### config.mk
export PLATFORM = sky130hd
export DESIGN_NAME = uart_rx_frontend
export DESIGN_NICKNAME = d
export VERILOG_FILES = /design/src/rtl/uart_pkg.sv /design/src/rtl/sync_2ff.sv /design/src/rtl/uart_rx_frontend.sv
export SDC_FILE = /design/constraint.sdc
export NUM_CORES = 1
export LEC_CHECK = 0
export BUFFER_PORTS_ARGS = -buffer_cell sky130_fd_sc_hd__buf_2
export CORE_ASPECT_RATIO = 1.2
export CORE_MARGIN = 5
export CORE_UTILIZATION = 63
export CTS_CLUSTER_DIAMETER = 50
export DETAILED_ROUTE_END_ITERATION = 8
export PLACE_DENSITY = 0.83
export SLEW_MARGIN = 20
export SYNTH_ARGS = -nofsm -noshare
export SYNTH_HDL_FRONTEND = slang
export SYNTH_SLANG_ARGS = --single-unit
export TNS_END_PERCENT = 20
### constraint.sdc
create_clock -name clk -period 5.7 [get_ports clk]
set_input_delay 0.57 -clock clk [delete_from_list [all_inputs] [get_ports clk]]
set_output_delay 0.57 -clock clk [all_outputs]
set_load 0.02 [all_outputs]
### src/rtl/uart_pkg.sv
// Shared UART definitions: receiver FSM encoding, default bit timing and byte width.
// Used by the receive front end, the transmitter and the MMIO peripheral.
package uart_pkg;

    localparam int DEFAULT_CLKS_PER_BIT = 8802;
    localparam int DATA_W = 8;

    typedef enum logic [2:0] {
        IDLE  = 3'd0,
        START = 3'd1,
        DATA  = 3'd2,
        STOP  = 3'd3,
        BREAK = 3'd4
    } rxState_t;

    // Count at which the start bit is re-sampled near its centre.
    function automatic int halfBit(input int clksPerBit);
        return (clksPerBit - 1) / 2;
    endfunction

endpackage

### src/rtl/sync_2ff.sv
// Two-flop synchroniser for a single asynchronous input.
// Both flops reset to RST_VAL so an idle-high line never looks active out of reset.
module sync_2ff #(
    parameter logic RST_VAL = 1'b1
) (
    input  logic clk,
    input  logic rst,
    input  logic d,
    output logic q
);

    logic s1;
    logic s2;

    always_ff @(posedge clk) begin
        if (rst) begin
            s1 <= RST_VAL;
            s2 <= RST_VAL;
        end else begin
            s1 <= d;
            s2 <= s1;
        end
    end

    assign q = s2;

endmodule

### src/rtl/uart_rx_frontend.sv
// 8N1 UART receive front end: synchronises rx, validates the start bit at mid-bit,
// deserialises LSB first and strobes out clean bytes or framing errors.
module uart_rx_frontend
    import uart_pkg::*;
#(
    parameter int CLKS_PER_BIT = DEFAULT_CLKS_PER_BIT
) (
    input  logic              clk,
    input  logic              rst,
    input  logic              rx,
    output logic              rxValid,
    output logic [DATA_W-1:0] rxData,
    output logic              frameErr,
    output logic              busy
);

    localparam int HALF_BIT = halfBit(CLKS_PER_BIT);
    localparam int CNT_W    = $clog2(CLKS_PER_BIT);

    localparam logic [CNT_W-1:0] CNT_HALF = CNT_W'(HALF_BIT);
    localparam logic [CNT_W-1:0] CNT_LAST = CNT_W'(CLKS_PER_BIT - 1);
    localparam logic [CNT_W-1:0] CNT_ONE  = CNT_W'(1);
    localparam logic [2:0]       IDX_LAST = 3'(DATA_W - 1);

    logic              rxSync;
    rxState_t          state;
    rxState_t          stateNext;
    logic [CNT_W-1:0]  cnt;
    logic [CNT_W-1:0]  cntNext;
    logic [2:0]        idx;
    logic [2:0]        idxNext;
    logic [DATA_W-1:0] shift;
    logic              sampleBit;
    logic              validNext;
    logic              errNext;

    // ---- Stage: input synchroniser (rx -> s1 -> s2) ----
    sync_2ff #(
        .RST_VAL(1'b1)
    ) rxSyncInst (
        .clk(clk),
        .rst(rst),
        .d  (rx),
        .q  (rxSync)
    );

    // ---- Stage: frame FSM, next-state and strobe decode ----
    always_comb begin
        stateNext = state;
        cntNext   = cnt;
        idxNext   = idx;
        sampleBit = 1'b0;
        validNext = 1'b0;
        errNext   = 1'b0;

        case (state)
            IDLE: begin
                cntNext = '0;
                idxNext = '0;
                if (!rxSync) begin
                    stateNext = START;
                end
            end

            START: begin
                if (cnt == CNT_HALF) begin
                    cntNext   = '0;
                    // A line that is high again at mid start bit was only a glitch.
                    stateNext = rxSync ? IDLE : DATA;
                end else begin
                    cntNext = cnt + CNT_ONE;
                end
            end

            DATA: begin
                if (cnt == CNT_LAST) begin
                    cntNext   = '0;
                    sampleBit = 1'b1;
                    if (idx == IDX_LAST) begin
                        idxNext   = '0;
                        stateNext = STOP;
                    end else begin
                        idxNext = idx + 3'd1;
                    end
                end else begin
                    cntNext = cnt + CNT_ONE;
                end
            end

            STOP: begin
                if (cnt == CNT_LAST) begin
                    cntNext = '0;
                    if (rxSync) begin
                        validNext = 1'b1;
                        stateNext = IDLE;
                    end else begin
                        errNext   = 1'b1;
                        stateNext = BREAK;
                    end
                end else begin
                    cntNext = cnt + CNT_ONE;
                end
            end

            BREAK: begin
                // Hold off until the line recovers so a stuck-low rx cannot retrigger.
                if (rxSync) begin
                    stateNext = IDLE;
                end
            end

            default: begin
                stateNext = IDLE;
                cntNext   = '0;
                idxNext   = '0;
            end
        endcase
    end

    // ---- Stage: state, counters and registered strobes ----
    always_ff @(posedge clk) begin
        if (rst) begin
            state    <= IDLE;
            cnt      <= '0;
            idx      <= '0;
            rxValid  <= 1'b0;
            frameErr <= 1'b0;
            rxData   <= '0;
        end else begin
            state    <= stateNext;
            cnt      <= cntNext;
            idx      <= idxNext;
            rxValid  <= validNext;
            frameErr <= errNext;
            if (validNext) begin
                rxData <= shift;
            end
        end
    end

    // Shift register is pure data; every bit is rewritten before it is ever handed out.
    always_ff @(posedge clk) begin
        if (sampleBit && !rst) begin
            shift[idx] <= rxSync;
        end
    end

    assign busy = (state != IDLE);

endmodule

Word level (Yosys, flattened, before mapping)
Index checks and enable logic that the tools add are counted.

Output and inout bits: 11. Bits of input ports: 3. Bits in registers: 40. Logic and storage cells: 63.

Bitwise gates (word level): 3. Reductions and logical operators: 10. Add/sub/neg operators: 2. Muxes and demuxes: 24. Magnitude comparators: 2. Eq/ne operators: 13.

Operator list (count): $pmux W14 S3 (1); $mux W14 (2); $mux W3 (9); $pmux W3 S5 (1); $add A14 B1 Y14 const B (1); $eq A14 B13 Y1 const B (1); $eq A14 B14 Y1 const B (1); $ne A2 B2 Y1 const B (5); $bwmux W8 (1); $mux W1 (7); $eq A3 B2 Y1 const B (2); $eq A3 B3 Y1 const B (2); $pmux W3 S2 (1); $reduce_and A6 Y1 (1); $reduce_or A3 Y1 (2); $lt A3 B4 Y1 const B (1); $add A3 B1 Y3 const B (1); $demux W1 S3 (1); $eq A3 B1 Y1 const B (1); $ge A3 B1 Y1 const B (1); $logic_not A3 Y1 (1); $not A1 Y1 (3); $reduce_bool A3 Y1 (1); $logic_and A1 B1 Y1 (2); other kinds (5) (5).

Logic depth before layout (Yosys ltp)
Gate-level depths: netlist of run 1.

Depth in word-level cells: 5. Depth in mapped cells: 8. Depth with buffers taken out: 7.

Hierarchy
From an unflattened synthesis of run 1, not the netlist that was laid out.

Cell total of the unflattened synthesis: 203. Area total of the unflattened synthesis: 1933.1 µm².

By module, submodules not included: uart_rx_frontend (times used 1, sequential area each 840.8 µm², cells an instance 199, area each 1880.6 µm²); sync_2ff (times used 1, sequential area each 40.0 µm², cells an instance 4, area each 52.6 µm²).

Worst setup path before layout of run 1
OpenSTA, ideal clock, no wires.

Path type: flip-flop to flip-flop. Start: register cnt[7]. End: register shift[0], enable pin. Setup slack: 3.436 ns. Buffers on the path: 1. Clock period less this slack: 2.264 ns. Stages on the path, launching flop included: 6. Data required time: 5.395 ns. Setup time: 0.305 ns. Arrival: 1.959 ns. Cells stage by stage: dfxtp_1 buf_6 or4_4 or4_4 or3_4 nor3_2.

Longest elaborated chain between the ends: 4.

Ends and longest elaborated chain: from (decl) (line uart_rx_frontend.sv:28) `logic [CNT_W-1:0] cnt;`; from (signal assigned) (line uart_rx_frontend.sv:131) `cnt <= cntNext;`; $eq A14 B14 Y1 (line uart_rx_frontend.sv:76) `if (cnt == CNT_LAST) begin`; $mux W1 (line uart_rx_frontend.sv:76); $mux W1 (line uart_rx_frontend.sv:56) `case (state)`; $logic_and A1 B1 Y1 (line uart_rx_frontend.sv:143) `if (sampleBit && !rst) begin`; to (signal, indexed assignment) (line uart_rx_frontend.sv:144) `shift[idx] <= rxSync;`; to (decl) (line uart_rx_frontend.sv:32) `logic [DATA_W-1:0] shift;`.

No other way between the ends. A chain may end at the register's enable or synchronous reset.

Worst setup path in the final report of run 1
Start: register cnt[7]. End: register shift[6], enable pin.

Same word-level chain as after synthesis.

==> results of run 1 <==
worst max-delay path: cells and delay by family (launching register included):
kind / cells / cell delay (ps)
AND/OR/NAND/NOR: 4 / 1680
flip-flops: 1 / 400
layout by cell type, fill, tap and decap left out, types with 3 or more instances in the layout:
master / n
dfxtp_1: 32
nor2_1: 27
nand2_1: 24
buf_2: 13
mux2i_1: 10
nand3_1: 8
edfxtp_1: 8
o22ai_1: 7
inv_1: 6
o21ai_0: 5
ha_1: 5
clkbuf_4: 5
nor3_1: 4
and2_1: 4
a31oi_1: 4
or3_1: 3
nor4_1: 3
a21oi_1: 3
or2_2: 3
and4_1: 3
nor2b_1: 3
cell families after synthesis:
| kind of cell | Yosys count | synth area share, % |
|---|---|---|
| muxes | 10 | 5.109 |
| and+or+nand+nor | 104 | 29.57 |
| AOI/OAI and AO/OA | 32 | 12.07 |
| buffers and inverters | 18 | 4.215 |
| adders and majority gates | 5 | 3.193 |
| xor gates and xnor gates | 2 | 0.8942 |
| DFF | 40 | 44.96 |
state kept, by name, summed over array words and instances (netlist names):
register       cells
cnt               14
rxData             8
shift              8
idx                3
state              3
frameErr           1
rxSyncInst.q       1
rxSyncInst.s1      1
rxValid            1
worst max-delay path by stage:
stage                     startpoint  slack [ps]        end  cells past startpoint
after floorplan               cnt[7]        3440   shift[0]                      5
after global placement        cnt[7]        3440   shift[2]                      4
final                         cnt[7]        3340   shift[6]                      4
after detailed placement      cnt[7]        3380   shift[2]                      4
after CTS                     cnt[7]        3350   shift[6]                      4
after global routing          cnt[7]        3250  rxData[3]                      5
cells in the mapped netlist, types with 2 or more instances:
master / count
a21oi_1: 3
a31oi_1: 4
and2_1: 4
and3_1: 2
and4_1: 3
and4_2: 2
buf_1: 2
buf_4: 2
clkbuf_1: 7
dfxtp_1: 32
edfxtp_1: 8
ha_1: 5
inv_1: 6
mux2i_1: 10
nand2_1: 24
nand2b_1: 2
nand3_1: 8
nand4_1: 2
nand4b_1: 2
nor2_1: 27
nor2b_1: 3
nor3_1: 4
nor4_1: 3
o211ai_1: 2
o21ai_0: 5
o22ai_1: 7
o32ai_1: 2
or2_2: 3
or3_1: 3
or4_4: 2
per-stage QoR:
step	area [um^2]	util (%)	power [uW]	setup WS, ps	cells
final	2093	69.13	537.8	3343	257
after global routing	2093	69.13	561.4	3247	257
after CTS	2093	69.13	541.3	3346	257
after detailed placement	2017	66.61	360.1	3378	249
after global placement	2017	66.61	357.4	3444	249
after floorplan	1959	-	345.0	3436	211
layer usage:
metal / track usage, % / up-vias / wire (um)
li1: - / 784 / -
met4: 11.08 / 0 / 110
met2: 35.43 / 33 / 2178
met3: 5.474 / 10 / 128
met5: 0 / - / 0
met1: 23.34 / 759 / 1594
power groups by stage:
stage / clock, uW / combinational, uW / sequential, uW
2_1_floorplan: 0 / 38.7 / 306
3_3_place_gp: 0 / 46.0 / 311
3_5_place_dp: 0 / 48.1 / 312
4_1_cts: 187 / 48.6 / 306
5_1_grt: 199 / 54.9 / 308
6_report: 183 / 48.9 / 306
area by class of cell:
cell class	count	area, um^2
Multi-Input combinational cell	153	996.0
Fill cell	261	934.6
Sequential cell	40	880.8
Timing Repair Buffer	14	72.57
Tap cell	36	45.04
Clock buffer	6	41.29
Clock inverter	2	35.03
Inverter	6	22.52
==> results.yml, run 1 <==
logic_synthesis:
  synth_edf_count: 8
  ys_types: 52
  ys_warn_count: 0
  synth_top_area_share_pct: 32.69
  ys_ff_latch: 40
  synth_area_per_cell_um2: 9.286
  seq_area_frac_synth_pct: 44.96
  synth_nets: 219
  synth_area_um2: 1959
  async_flop_share_pct: 0
  synthFlopType: "dfxtp_1"
  synth_top_cell_by_area: "dfxtp_1"
  synthTopCellsByArea: "dfxtp_1, edfxtp_1, nor2_1"
  netlist_instances: 211
power:
  p_clk_share_pct: 34.0
  swShare_pct: 25.07
  p_per_area_nw_per_um2: 256.9
  leakagePower_uw: 0.0007718
  power_frac_seq_pct: 57.0
  p_comb_share_pct: 9.1
  power.internal_uw: 403.0
  power.switching_uw: 134.8
  ir_worst_vdd_mv: 0.1988
timing:
  slew_headroom_pct: 47.10
  worst_slew_pin_slew_ps: 791.1
  clock_skew_ps: 9.784
  fin_crit_ps: 2357
  final_hold_viol_count: 0
  rsz0062_at_grt: "no"
  hold-worst-slack_ps: 405.1
  maxClockFrequency_mhz: 424.2
  tns_ps: 0
  slew_viol_final: 0
  finalCritPeriodShare_pct: 41.36
  finalSetupViolations: 0
clocking:
  cts_buffers: 5
  htree_levels: 2
  clockRootBuffer: "clkbuf_4"
  clock_path_buffers: 2
  clock-sinks: 40
  cts_hold_buf: 0
  tritoncts: "yes"
  cts.clk_slew.worst_paths_ps: 110
  post_cts_resized: 0
  post_cts_buffers: 0
  clk_latency_ps: 340
setup_path:
  cp_common_cell: "or4_4"
  r2r-end: "shift[6]"
  crit_chain: "or4_4 -> or4_4 -> or3_4 -> nor2_1"
  worstPathRequired_ps: 5760
  critPathSlowestCell: "or4_4"
  cp-start-kind: "flop"
  r2r_cells: 4
  cp_max_fo: 9
  cpPeakStageDelay_ps: 590
  endpoint_kind: "flop"
  crit_type: "reg2reg"
  arrival_ps: 2410
  regToRegStartpoint: "cnt[7]"
  ff2ff_setup_slack_ps: 3340
placed_design:
  io_buffers: 13
  hpwl_mm: 2.871
  gp_congestion: 0.9203
detailed_routing:
  routed_wl_mm: 4.011
  num_vias: 1586
  ant_nets: 0
  avgRoutedWirePerCell_um: 15.61
  vias_per_cell: 6.171
  drtPass1Iterations: 4
  drc: 0
  drt_iter0_markers: 60
floorplan:
  initial_core_util_pct: 64.71
  ios: 14
  rows: 22
  die_x_um: 60.91
  die_y_um: 71.09
  die_area_um2: 4330
  core_um2: 3028
final_layout:
  finalNetCount: 228
  antenna_cells: 0
  area_growth_pct: 6.833
  drive_above_1_share_pct: 16.29
min_path:
  min_path_cells: 2
  min_path_type: "in2reg"
  hold_end: "rxSyncInst.s1"
  min_from: "rx"
status:
  status: "completed"
global_routing:
  antenna_found_initial: 0
  grt_pass1_vias: 1527
  grt_pass1_wl_mm: 6.858
  track_usage_pct: 20.98
  overflow: 0
  grt_max_degree: 23
run:
  drv_cap: 0
Power figures use the tool's default switching activity.
==> run 2: changes to the inputs <==
--- a/config.mk
+++ b/config.mk
@@ -8,10 +8,10 @@
 export BUFFER_PORTS_ARGS = -buffer_cell sky130_fd_sc_hd__buf_2
 export CORE_ASPECT_RATIO = 1.2
 export CORE_MARGIN = 5
-export CORE_UTILIZATION = 63
+export CORE_UTILIZATION = 59
 export CTS_CLUSTER_DIAMETER = 50
 export DETAILED_ROUTE_END_ITERATION = 8
-export PLACE_DENSITY = 0.83
+export PLACE_DENSITY = 0.78
 export SLEW_MARGIN = 20
 export SYNTH_ARGS = -nofsm -noshare
 export SYNTH_HDL_FRONTEND = slang
==> constraint.sdc (replaced) <==
create_clock -name clk -period 2.2 [get_ports clk]
set_input_delay 0.22 -clock clk [delete_from_list [all_inputs] [get_ports clk]]
set_output_delay 0.22 -clock clk [all_outputs]
set_load 0.02 [all_outputs]
==> results.yml, run 2 (synthesis gave the netlist of run 1 again) <==
power:
  swShare_pct: 22.84
  p_comb_share_pct: 10.2
  power_frac_seq_pct: 46.9
  power.internal_uw: 1277
  p_per_area_nw_per_um2: 717.2
  p_clk_share_pct: 42.9
  finalPower_uw: 1655
  power.switching_uw: 377.9
  leakagePower_uw: 0.0008897
  ir_worst_vdd_mv: 0.6340
min_path:
  min_from: "rx"
  min_path_type: "in2reg"
  min_path_cells: 2
  hold_end: "rxSyncInst.s1"
setup_path:
  arrival_ps: 2200
  ff2ff_setup_slack_ps: 8
  crit_chain: "or4_4 -> or4_4 -> or3_4 -> nor2_1"
  cp-start-kind: "flop"
  cpPeakStageDelay_ps: 540
  r2r_cells: 4
  cp_common_cell: "or4_4"
  cp_max_fo: 4
  regToRegStartpoint: "cnt[3]"
  r2r-end: "shift[2]"
  worstPathRequired_ps: 2210
  endpoint_kind: "flop"
  crit_type: "reg2reg"
  critPathSlowestCell: "or4_4"
final_layout:
  antenna_cells: 0
  area_growth_pct: 17.75
  largest_register_ffs: 14
  finalNetCount: 245
  reg_top3: "cnt x14, rxData x8, shift x8"
  fillCellCount: 270
  max_flop_register: "cnt"
  layout_common_cells: "dfxtp_1, nor2_1, nand2_1"
  drive_above_1_share_pct: 23.53
  final_common_cell: "dfxtp_1"
status:
  status: "completed"
clocking:
  cts_hold_buf: 0
  clock_path_buffers: 2
  clk_latency_ps: 290
  tritoncts: "yes"
  post_cts_buffers: 0
  cts.clk_slew.worst_paths_ps: 80
  cts_buffers: 5
  clockRootBuffer: "clkbuf_8"
  clock-sinks: 40
  htree_levels: 2
global_routing:
  antenna_found_initial: 0
  grt_pass1_wl_mm: 7.534
  grt_max_degree: 22
  overflow: 0
  grt_pass1_vias: 1640
  track_usage_pct: 20.93
detailed_routing:
  drtPass1Iterations: 4
  avgRoutedWirePerCell_um: 16.38
  vias_per_cell: 5.993
  drc: 0
  num_vias: 1648
  routed_wl_mm: 4.504
  drt_iter0_markers: 99
  ant_nets: 0
timing:
  clock_skew_ps: 5.435
  rsz0062_at_grt: "yes"
  finalSetupViolations: 0
  slew_viol_final: 0
  fin_crit_ps: 2192
  tns_ps: 0
  final_hold_viol_count: 0
  finalCritPeriodShare_pct: 99.63
  maxClockFrequency_mhz: 456.2
  slew_headroom_pct: 67.31
  worst_slew_pin_slew_ps: 490.3
  setup_slack_ps: 8.203
floorplan:
  initial_core_util_pct: 59.73
  die_area_um2: 4578
  die_y_um: 73.13
  die_x_um: 62.61
  core_um2: 3281
  rows: 23
  ios: 14
placed_design:
  hpwl_mm: 3.212
  io_buffers: 13
  gp_congestion: 0.8490
  post-place-ws_ps: 15.40
run:
  drv_cap: 0
==> run 2: changes by cell type in the layout (fill, tap and decap cells not counted), sizes merged <==
cell	previous run	this run
bufinv	1	2
clkinv	1	0
buf	14	31
==> run 2: stage by stage <==
| step | instance area [um^2] | hold WS, ps | utilization, % | std cells |
|---|---|---|---|---|
| detailed placement | 2158 | 403.6 | 65.79 | 267 |
| global route | 2307 | 101.0 | 70.33 | 275 |
| global placement | 2158 | 398.9 | 65.79 | 267 |
| CTS | 2298 | 105.2 | 70.06 | 275 |
| floorplan | 1959 | 323.8 | - | 211 |
| finish | 2307 | 106.3 | 70.33 | 275 |
==> run 2: power by group through the flow <==
stage | Clock [uW] | Combinational (uW) | Sequential [uW]
after floorplan | 0 | 100 | 794
after global placement | 0 | 156 | 792
after detailed placement | 0 | 159 | 793
after CTS | 712 | 166 | 776
after global routing | 748 | 186 | 780
final | 710 | 168 | 776
==> run 2: how the worst max path moves through the flow <==
stage / cells after the start / endpoint / from / slack, ps
floorplan: 5 / shift[0] / cnt[7] / -30
global placement: 4 / shift[6] / cnt[3] / 70
detailed placement: 4 / shift[2] / cnt[3] / 20
CTS: 4 / shift[2] / cnt[3] / 10
global route: 4 / shift[2] / cnt[3] / -30
finish: 4 / shift[2] / cnt[3] / 8
==> run 2: area by class of cell <==
cell class | count | area [um^2] | share of cell area, %
multi-input combinational | 153 | 1012 | 43.87
sequential | 40 | 880.8 | 38.18
timing repair buffer | 31 | 212.7 | 9.219
clock buffer | 6 | 72.57 | 3.145
clock inverter | 2 | 60.06 | 2.603
tap | 37 | 46.29 | 2.007
inverter | 6 | 22.52 | 0.9761
==> run 2: critical path, delay by kind of cell, from the launching register on <==
family           cells  cell delay [ps]
flip-flops           1              320
AND/OR/NAND/NOR      4             1590
==> run 2: routing by layer <==
metal / up-vias / share of wire (%) / track usage, %
li1: 819 / - / -
met1: 767 / 37 / 21.29
met2: 57 / 56 / 41.71
met3: 5 / 5.6 / 3.852
met4: 0 / 1.2 / 8.019
met5: - / 0 / 0
==> run 2: timing repair <==
action | in CTS | in global routing
resized for setup | 1 | 2
pin swaps | 0 | 2
endpoints found under the setup margin | 1 | 20
hold endpoints to repair | 0 | 0
cloned | 0 | 0
==> run 3: changes to the inputs <==
--- a/config.mk
+++ b/config.mk
@@ -6,12 +6,14 @@
 export NUM_CORES = 1
 export LEC_CHECK = 0
 export BUFFER_PORTS_ARGS = -buffer_cell sky130_fd_sc_hd__buf_2
+export CELL_PAD_IN_SITES_DETAIL_PLACEMENT = 1
+export CELL_PAD_IN_SITES_GLOBAL_PLACEMENT = 1
 export CORE_ASPECT_RATIO = 1.2
 export CORE_MARGIN = 5
-export CORE_UTILIZATION = 59
+export CORE_UTILIZATION = 46
 export CTS_CLUSTER_DIAMETER = 50
 export DETAILED_ROUTE_END_ITERATION = 8
-export PLACE_DENSITY = 0.78
+export PLACE_DENSITY_LB_ADDON = 0.1
 export SLEW_MARGIN = 20
 export SYNTH_ARGS = -nofsm -noshare
 export SYNTH_HDL_FRONTEND = slang
==> results.yml, run 3 (synthesis gave the netlist of run 1 again) <==
status:
  status: "completed"
setup_path:
  regToRegStartpoint: "cnt[3]"
  cp-start-kind: "flop"
  worstPathRequired_ps: 2200
  cp_max_fo: 4
  ff2ff_setup_slack_ps: 10
  crit_type: "reg2reg"
  r2r-end: "shift[0]"
  r2r_cells: 4
  endpoint_kind: "flop"
  arrival_ps: 2190
power:
  p_per_area_nw_per_um2: 612.8
  ir_worst_vdd_mv: 0.2883
  leakagePower_uw: 0.0008761
detailed_routing:
  drt_iter0_markers: 107
  num_vias: 1682
  routed_wl_mm: 5.151
  avgRoutedWirePerCell_um: 17.34
  vias_per_cell: 5.663
  drtPass1Iterations: 4
  drc: 0
  ant_nets: 0
timing:
  finalSetupViolations: 0
  final_hold_viol_count: 0
  clock_skew_ps: 6.209
  setup_slack_ps: 9.845
  fin_crit_ps: 2190
  finalCritPeriodShare_pct: 99.55
  worst_slew_pin_slew_ps: 472.1
  rsz0062_at_grt: "yes"
  hold-worst-slack_ps: 115.2
  maxClockFrequency_mhz: 456.6
  slew_headroom_pct: 68.42
  slew_viol_final: 0
final_layout:
  fin_util_pct: 55.40
  antenna_cells: 0
  area_growth_pct: 18.65
  largest_register_ffs: 14
  reg_top3: "cnt x14, rxData x8, shift x8"
  drive_above_1_share_pct: 25.31
  design_area_um2: 2325
  layout_common_cells: "dfxtp_1, nor2_1, nand2_1"
  finalNetCount: 248
  final_common_cell: "dfxtp_1"
  max_flop_register: "cnt"
floorplan:
  core_um2: 4197
  rows: 26
  ios: 14
  die_x_um: 69.58
  die_y_um: 81.50
  die_area_um2: 5670
  initial_core_util_pct: 46.69
global_routing:
  track_usage_pct: 19.99
  grt_pass1_wl_mm: 8.880
  grt_max_degree: 22
  antenna_found_initial: 0
  grt_pass1_vias: 1841
  overflow: 0
min_path:
  min_path_cells: 2
  hold_end: "rxSyncInst.s1"
  min_path_type: "in2reg"
  min_from: "rx"
clocking:
  post_cts_buffers: 0
  cts_buffers: 5
  tritoncts: "yes"
  clk_latency_ps: 300
  clock-sinks: 40
  htree_levels: 2
  clock_path_buffers: 2
  clockRootBuffer: "clkbuf_8"
  cts.clk_slew.worst_paths_ps: 70
placed_design:
  gp_congestion: 0.8378
  place_area_um2: 2205
  hpwl_mm: 3.850
  io_buffers: 13
  post-place-ws_ps: -31.73
run:
  drv_cap: 0
run 3: how the worst max path moves through the flow:
stage,from,endpoint,slack [ps],cells past startpoint
6_report,cnt[3],shift[0],10,4
5_1_grt,cnt[3],shift[0],-30,4
4_1_cts,cnt[3],shift[0],8,4
3_5_place_dp,cnt[3],cnt[11],-30,6
3_3_place_gp,cnt[3],cnt[11],30,7
2_1_floorplan,cnt[7],shift[0],-30,5
run 3: worst max-delay path: stages (launching register included):
cell and delay [ps]:
dfxtp_1 320, or4_4 540, or4_4 530, or3_4 380, nor3_4 140
run 3: power breakdown:
| group | internal [uW] | total [uW] | switching (uW) |
|---|---|---|---|
| Combinational | 65.6 | 178 | 112 |
| Clock | 215 | 470 | 255 |
| Sequential | 761 | 777 | 16.1 |
| Total | 1040 | 1420 | 383 |
run 3: per-stage QoR:
| step | total power (uW) | TNS [ps] | instances |
|---|---|---|---|
| floorplan | 893.9 | -126.5 | 211 |
| global placement | 953.2 | 0 | 289 |
| finish | 1425 | 0 | 297 |
| global route | 1490 | -116.2 | 297 |
| detailed placement | 963.5 | -54.66 | 289 |
| CTS | 1438 | 0 | 297 |
run 3: layout make-up:
type	count	area, um^2
Timing Repair Buffer	34	235.2
Clock buffer	5	68.82
Sequential cell	40	880.8
Fill cell	502	1872
Tap cell	56	70.07
Inverter	6	22.52
Clock inverter	3	13.76
Multi-Input combinational cell	153	1033
run 3: timing repair:
action	4_1_cts	5_1_grt
gates cloned	0	0
hold buffers	0	0
resized for setup	3	4
setup endpoints to repair	10	19
endpoints found under the hold margin	0	0
pin swaps	1	1
run 3: routing by layer:
metal | vias up | part of all wire [%] | global-route usage (%)
met1 | 829 | 38 | 19.76
met5 | - | 0 | 0
met4 | 0 | 2.4 | 7.813
li1 | 818 | - | -
met3 | 9 | 3.1 | 4.284
met2 | 26 | 56 | 40.55
